$ cat config.mk
export PLATFORM = sky130hd
export DESIGN_NAME = spi_host_master
export DESIGN_NICKNAME = d
export VERILOG_FILES = /design/src/rtl/spi_host_master_pkg.sv /design/src/rtl/spi_host_master_phase_timer.sv /design/src/rtl/spi_host_master.sv
export SDC_FILE = /design/constraint.sdc
export NUM_CORES = 1
export LEC_CHECK = 0
export ABC_AREA = 1
export CAP_MARGIN = 20
export CELL_PAD_IN_SITES_DETAIL_PLACEMENT = 1
export CELL_PAD_IN_SITES_GLOBAL_PLACEMENT = 1
export CORE_MARGIN = 3
export CORE_UTILIZATION = 35
export CTS_CLUSTER_DIAMETER = 80
export DETAILED_ROUTE_END_ITERATION = 16
export PLACE_DENSITY = 0.77
export SYNTH_ARGS = -nofsm -noshare
export SYNTH_HDL_FRONTEND = slang
export SYNTH_SLANG_ARGS = --single-unit
$ cat constraint.sdc
create_clock -name CLK -period 3.4 [get_ports CLK]
set_clock_uncertainty 0.15 [all_clocks]
set_input_delay 1.02 -clock CLK [delete_from_list [all_inputs] [get_ports CLK]]
set_output_delay 1.02 -clock CLK [all_outputs]
set_load 0.02 [all_outputs]
$ cat src/rtl/spi_host_master_pkg.sv
// spi_host_master_pkg: shared state encoding, default timing and SPI mode constants
package spi_host_master_pkg;

    localparam int DEF_DATA_WIDTH = 8;
    localparam int DEF_CLK_DIV    = 2;
    localparam int DEF_CS_SETUP   = 1;
    localparam int DEF_CS_HOLD    = 1;
    localparam int TIMER_WIDTH    = 16;

    localparam bit SPI_CPOL       = 1'b0;
    localparam bit SPI_MSB_FIRST  = 1'b1;

    typedef enum logic [2:0] {
        ST_IDLE     = 3'd0,
        ST_SETUP    = 3'd1,
        ST_SHIFT_LO = 3'd2,
        ST_SHIFT_HI = 3'd3,
        ST_WAIT     = 3'd4,
        ST_HOLD     = 3'd5
    } state_t;

endpackage

$ cat src/rtl/spi_host_master_phase_timer.sv
// spi_phase_timer: loadable down-counter emitting a one-cycle done pulse on its final tick
module spi_phase_timer #(
    parameter int W = 16
) (
    input  logic         clk,
    input  logic         rst,
    input  logic         load,
    input  logic [W-1:0] load_val,
    output logic         done
);

    logic [W-1:0] cnt;

    assign done = cnt == W'(1);

    // Reload on request, otherwise count down to zero and rest there
    always_ff @(posedge clk) begin
        if (rst)
            cnt <= '0;
        else if (load)
            cnt <= load_val;
        else if (cnt != '0)
            cnt <= cnt - 1'b1;
    end

endmodule

$ cat src/rtl/spi_host_master.sv
// spi_host_master: mode-0 SPI initiator framing host bytes under a single chip-select assertion
module spi_host_master
    import spi_host_master_pkg::*;
#(
    parameter int DATA_WIDTH = DEF_DATA_WIDTH,
    parameter int CLK_DIV    = DEF_CLK_DIV,
    parameter int CS_SETUP   = DEF_CS_SETUP,
    parameter int CS_HOLD    = DEF_CS_HOLD
) (
    input  logic                  CLK,
    input  logic                  RST,
    input  logic [DATA_WIDTH-1:0] TXData,
    input  logic                  TXValid,
    input  logic                  TXLast,
    output logic                  TXReady,
    output logic [DATA_WIDTH-1:0] RXData,
    output logic                  RXValid,
    output logic                  Busy,
    output logic                  _CS,
    output logic                  SCLK,
    output logic                  MOSI,
    input  logic                  MISO
);

    localparam int BW = $clog2(DATA_WIDTH);

    state_t                  state;
    state_t                  next_state;
    logic [DATA_WIDTH-1:0]   shreg;
    logic [BW-1:0]           bit_cnt;
    logic                    last_q;
    logic                    accept;
    logic                    tmr_load;
    logic                    tmr_done;
    logic [TIMER_WIDTH-1:0]  tmr_val;

    assign TXReady = state == ST_IDLE || state == ST_WAIT;
    assign Busy    = state != ST_IDLE;
    assign accept  = TXValid && TXReady;

    spi_phase_timer #(.W(TIMER_WIDTH)) u_timer (
        .clk      (CLK),
        .rst      (RST),
        .load     (tmr_load),
        .load_val (tmr_val),
        .done     (tmr_done)
    );

    // State register
    always_ff @(posedge CLK) begin
        state <= RST ? ST_IDLE : next_state;
    end

    // Next state and phase-timer reload; WAIT needs no timer since it waits on the host
    always_comb begin
        next_state = state;
        tmr_load   = 1'b0;
        tmr_val    = TIMER_WIDTH'(CLK_DIV);
        case (state)
            ST_IDLE: if (accept) begin
                next_state = ST_SETUP;
                tmr_load   = 1'b1;
                tmr_val    = TIMER_WIDTH'(CS_SETUP);
            end
            ST_SETUP: if (tmr_done) begin
                next_state = ST_SHIFT_LO;
                tmr_load   = 1'b1;
            end
            ST_SHIFT_LO: if (tmr_done) begin
                next_state = ST_SHIFT_HI;
                tmr_load   = 1'b1;
            end
            ST_SHIFT_HI: if (tmr_done) begin
                next_state = bit_cnt != '0 ? ST_SHIFT_LO : last_q ? ST_HOLD : ST_WAIT;
                tmr_load   = next_state != ST_WAIT;
                tmr_val    = next_state == ST_HOLD ? TIMER_WIDTH'(CS_HOLD) : TIMER_WIDTH'(CLK_DIV);
            end
            ST_WAIT: if (accept) begin
                next_state = ST_SHIFT_LO;
                tmr_load   = 1'b1;
            end
            ST_HOLD: if (tmr_done) next_state = ST_IDLE;
            default: next_state = ST_IDLE;
        endcase
    end

    // Serial pins, shift register and received byte; MISO enters the LSB as each SCLK rise is issued
    always_ff @(posedge CLK) begin
        if (RST) begin
            _CS     <= 1'b1;
            SCLK    <= SPI_CPOL;
            MOSI    <= 1'b0;
            RXData  <= '0;
            RXValid <= 1'b0;
            shreg   <= '0;
            bit_cnt <= '0;
            last_q  <= 1'b0;
        end else begin
            RXValid <= 1'b0;
            if (accept) begin
                shreg   <= TXData;
                last_q  <= TXLast;
                MOSI    <= TXData[DATA_WIDTH-1];
                _CS     <= 1'b0;
                bit_cnt <= BW'(DATA_WIDTH - 1);
            end
            if (state == ST_SHIFT_LO && tmr_done) begin
                SCLK  <= !SPI_CPOL;
                shreg <= {shreg[DATA_WIDTH-2:0], MISO};
            end
            if (state == ST_SHIFT_HI && tmr_done) begin
                SCLK <= SPI_CPOL;
                if (bit_cnt != '0) begin
                    MOSI    <= shreg[DATA_WIDTH-1];
                    bit_cnt <= bit_cnt - 1'b1;
                end else begin
                    RXData  <= shreg;
                    RXValid <= 1'b1;
                end
            end
            if (state == ST_HOLD && tmr_done)
                _CS <= 1'b1;
        end
    end

endmodule

==> flow_metrics.tcl <==
set metrics [dict create \
    finalHoldViolCount 0 \
    yosysTopAreaCell "dfxtp_1" \
    grt_pass1_wl_um 9000 \
    max_slew_margin_pct 53.4 \
    grt_max_degree 22 \
    reg2reg_to "u_timer.cnt[0]" \
    worstSetupStartpointType "flop" \
    cts.sinks 43 \
    max_freq_ghz 0.354 \
    place_area_um2 2510 \
    muxShareOfSynthArea_pct 0 \
    syn2layout_area_growth_pct 18.5 \
    finalCriticalPeriod_ns 2.83 \
    hp-class "flop to flop" \
    ys_seq_area_share_pct 39.3 \
    syn_avg_cell_area_um2 7.47 \
    drtIter0Drc 91 \
    cts-resized-gates 0 \
    status "finished, final reports clean" \
    wirelength_um 5140 \
    synth_top_area_share_pct 39.3 \
    synth_warnings 0 \
    synthXorXnorAreaFrac_pct 4.00 \
    grt_use_total_pct 15.1 \
    yosys-top-cells-area "dfxtp_1, nand2_1, a21oi_1, nor2_1, inv_1" \
    syn_inst 293 \
    reg2regPathDepth 10 \
    drive_gt1_share_pct 12.4 \
    num_vias 1929 \
    crit_type "flop to output pin" \
    synth_cell_type_count 28 \
    finalSetupViolCount 0 \
    die_x_um 85.1 \
    synthAdderAreaFrac_pct 2.29 \
    syn_area_um2 2190 \
    synth_compound_area_share_pct 14.2 \
    grt_pass1_vias 1986 \
    fp.dieH_um 85.1 \
    wire_per_inst_um 13.0 \
    core_um2 5990 \
    row_count 28 \
    cts.hold.buffers_added 0 \
    dr.pass1.iters 4 \
    ir_drop_v 0.000367 \
    rsz0062_at_grt "false" \
    num-nets-final 338 \
    endpoint_kind "output pin" \
    worstPathArrival_ns 1.66 \
    hold_depth 2 \
    synthSimpleGateAreaFrac_pct 32.1 \
    power_density_nw_per_um2 854 \
    drc 0 \
    grt_overflow 0 \
    hold_start "MOSI" \
    ff2ff_setup_slack_ns 1.13 \
    insertion_delay_ns 0.29 \
    ys_ff_latch 43 \
    fin_tns_setup_ns 0 \
    syn-num-nets 310 \
    portBuffers 26 \
    synth_top_family_by_area "simple AND/OR/NAND/NOR gates" \
    dp_hpwl_um 3950 \
    critical_path_required_ns 2.23 \
    routabilityCongestion 0.759 \
    cts_tree "yes" \
    min_period_over_period_pct 83.2 \
    final_antenna_net_count 0 \
    finalMaxSlewViolations 0 \
    antennaDiodeCount 0 \
    leakage_nw 1.17 \
    cts_setup_buffers 0 \
    clock_path_buffers 2 \
    clock-root-buffer "clkbuf_8" \
    ctsHtreeMaxLevel 2 \
    min_to "MOSI" \
    drv_cap 0 \
    io_pins 27 \
    viasPerCell 4.86 \
    regToRegStartpoint "u_timer.cnt[0]" \
    dieArea_um2 7240 \
    antenna_found_initial 0 \
    start_util_pct 36.5 \
    cts_buffers 5 \
    tightest_slew_ns 0.698 \
    stdcell_area_um2 2590 \
    clk_pin_slew_ns 0.08 \
    worst-path-max-fanout 5 \
]
logic make-up (layout without fill, tap and decap cells):
kind of cell / Yosys count / count (layout)
AOI/OAI and AO/OA: 59 / 59
adders and majority gates: 4 / 4
xor gates and xnor gates: 10 / 10
DFF: 43 / 43
and+or+nand+nor: 136 / 136
buffers and inverters: 41 / 70
sequential cells by signal (all words and copies together), names as in the netlist:
register	cells
MOSI	1
RXData	8
RXValid	1
SCLK	1
_CS	1
bit_cnt	3
last_q	1
shreg	8
state	3
u_timer.cnt	16
cell type report:
type / count / area (µm²)
fill: 770 / 3400
multi-input combinational: 209 / 1150
sequential: 43 / 861
timing repair buffer: 28 / 275
inverter: 34 / 128
tap: 75 / 93.8
clock buffer: 6 / 72.6
clock inverter: 2 / 12.5
power by group:
group | switching [mW] | total [mW] | internal (mW)
sequential | 0.105 | 0.727 | 0.622
combinational | 0.753 | 1.17 | 0.416
clock | 0.176 | 0.319 | 0.144
total | 1.03 | 2.22 | 1.18
per-layer routing:
metal	GRT usage [%]	vias up	share of wire, %
li1	-	999	-
met1	19.6	900	47
met2	24.6	24	49
met3	3.98	6	3.1
met4	4.32	0	0.86
met5	0	-	0
worst max-delay path by stage:
stage	startpoint	endpoint	slack, ns	cells past startpoint
after CTS	state[0]	Busy	0.55	5
after global routing	state[0]	Busy	0.45	5
after global placement	TXValid	u_timer.cnt[13]	0.73	9
after detailed placement	TXValid	u_timer.cnt[4]	0.66	9
after floorplan	state[0]	Busy	1.39	4
final	state[0]	Busy	0.57	5
cell usage after synthesis:
| cell | number |
|---|---|
| nand3b_1 | 1 |
| buf_6 | 1 |
| nand2_1 | 50 |
| xnor2_1 | 2 |
| ha_1 | 4 |
| a21oi_1 | 27 |
| a31oi_1 | 2 |
| buf_8 | 1 |
| a21oi_4 | 1 |
| nor2_1 | 34 |
| nor3_2 | 2 |
| o21bai_1 | 1 |
| nor2_4 | 5 |
| nor2_8 | 3 |
| nand2_4 | 2 |
| nor2_2 | 5 |
| buf_2 | 3 |
| nand2_2 | 8 |
| inv_1 | 29 |
| nand3_1 | 18 |
| dfxtp_1 | 43 |
| nor3_1 | 1 |
| inv_2 | 5 |
| nand4_1 | 7 |
| xor2_1 | 8 |
| clkbuf_1 | 2 |
| o21ai_0 | 18 |
| o21ai_1 | 10 |
cell usage in the layout (no fill, tap or decap):
cell type / count
nor2_8: 3
a31oi_1: 2
ha_1: 4
nand2_2: 8
a21oi_4: 1
xnor2_1: 2
o21ai_1: 10
o21ai_0: 18
clkbuf_1: 1
clkinv_2: 1
nand4_1: 7
nand2_1: 50
xor2_1: 8
nor3_1: 1
clkbuf_8: 5
buf_4: 2
nand3_1: 18
o21bai_1: 1
nor2_4: 5
clkinvlp_4: 1
inv_1: 29
nand2_4: 2
nand3b_1: 1
inv_2: 5
nor2_1: 34
clkdlybuf4s50_1: 26
nor3_2: 2
dfxtp_1: 43
a21oi_1: 27
nor2_2: 5
worst max-delay path, stage by stage (launching register included):
cell and delay [ns]:
dfxtp_1 0.43, inv_2 0.08, nand2_1 0.10, inv_1 0.07
nand2_1 0.08, clkdlybuf4s50_1 0.61
metrics by stage:
step | instances | hold WS [ns] | util, % | power [mW] | setup WS [ns]
after floorplan | 293 | 0.294 | - | 1.64 | 1.39
after detailed placement | 389 | 0.322 | 41.9 | 1.91 | 0.662
after global placement | 389 | 0.313 | 41.9 | 1.88 | 0.730
after global routing | 397 | 0.371 | 43.3 | 2.45 | 0.452
after CTS | 397 | 0.334 | 43.3 | 2.25 | 0.546
final | 397 | 0.330 | 43.3 | 2.22 | 0.571
Note: power is estimated with default switching activity, not from simulation.
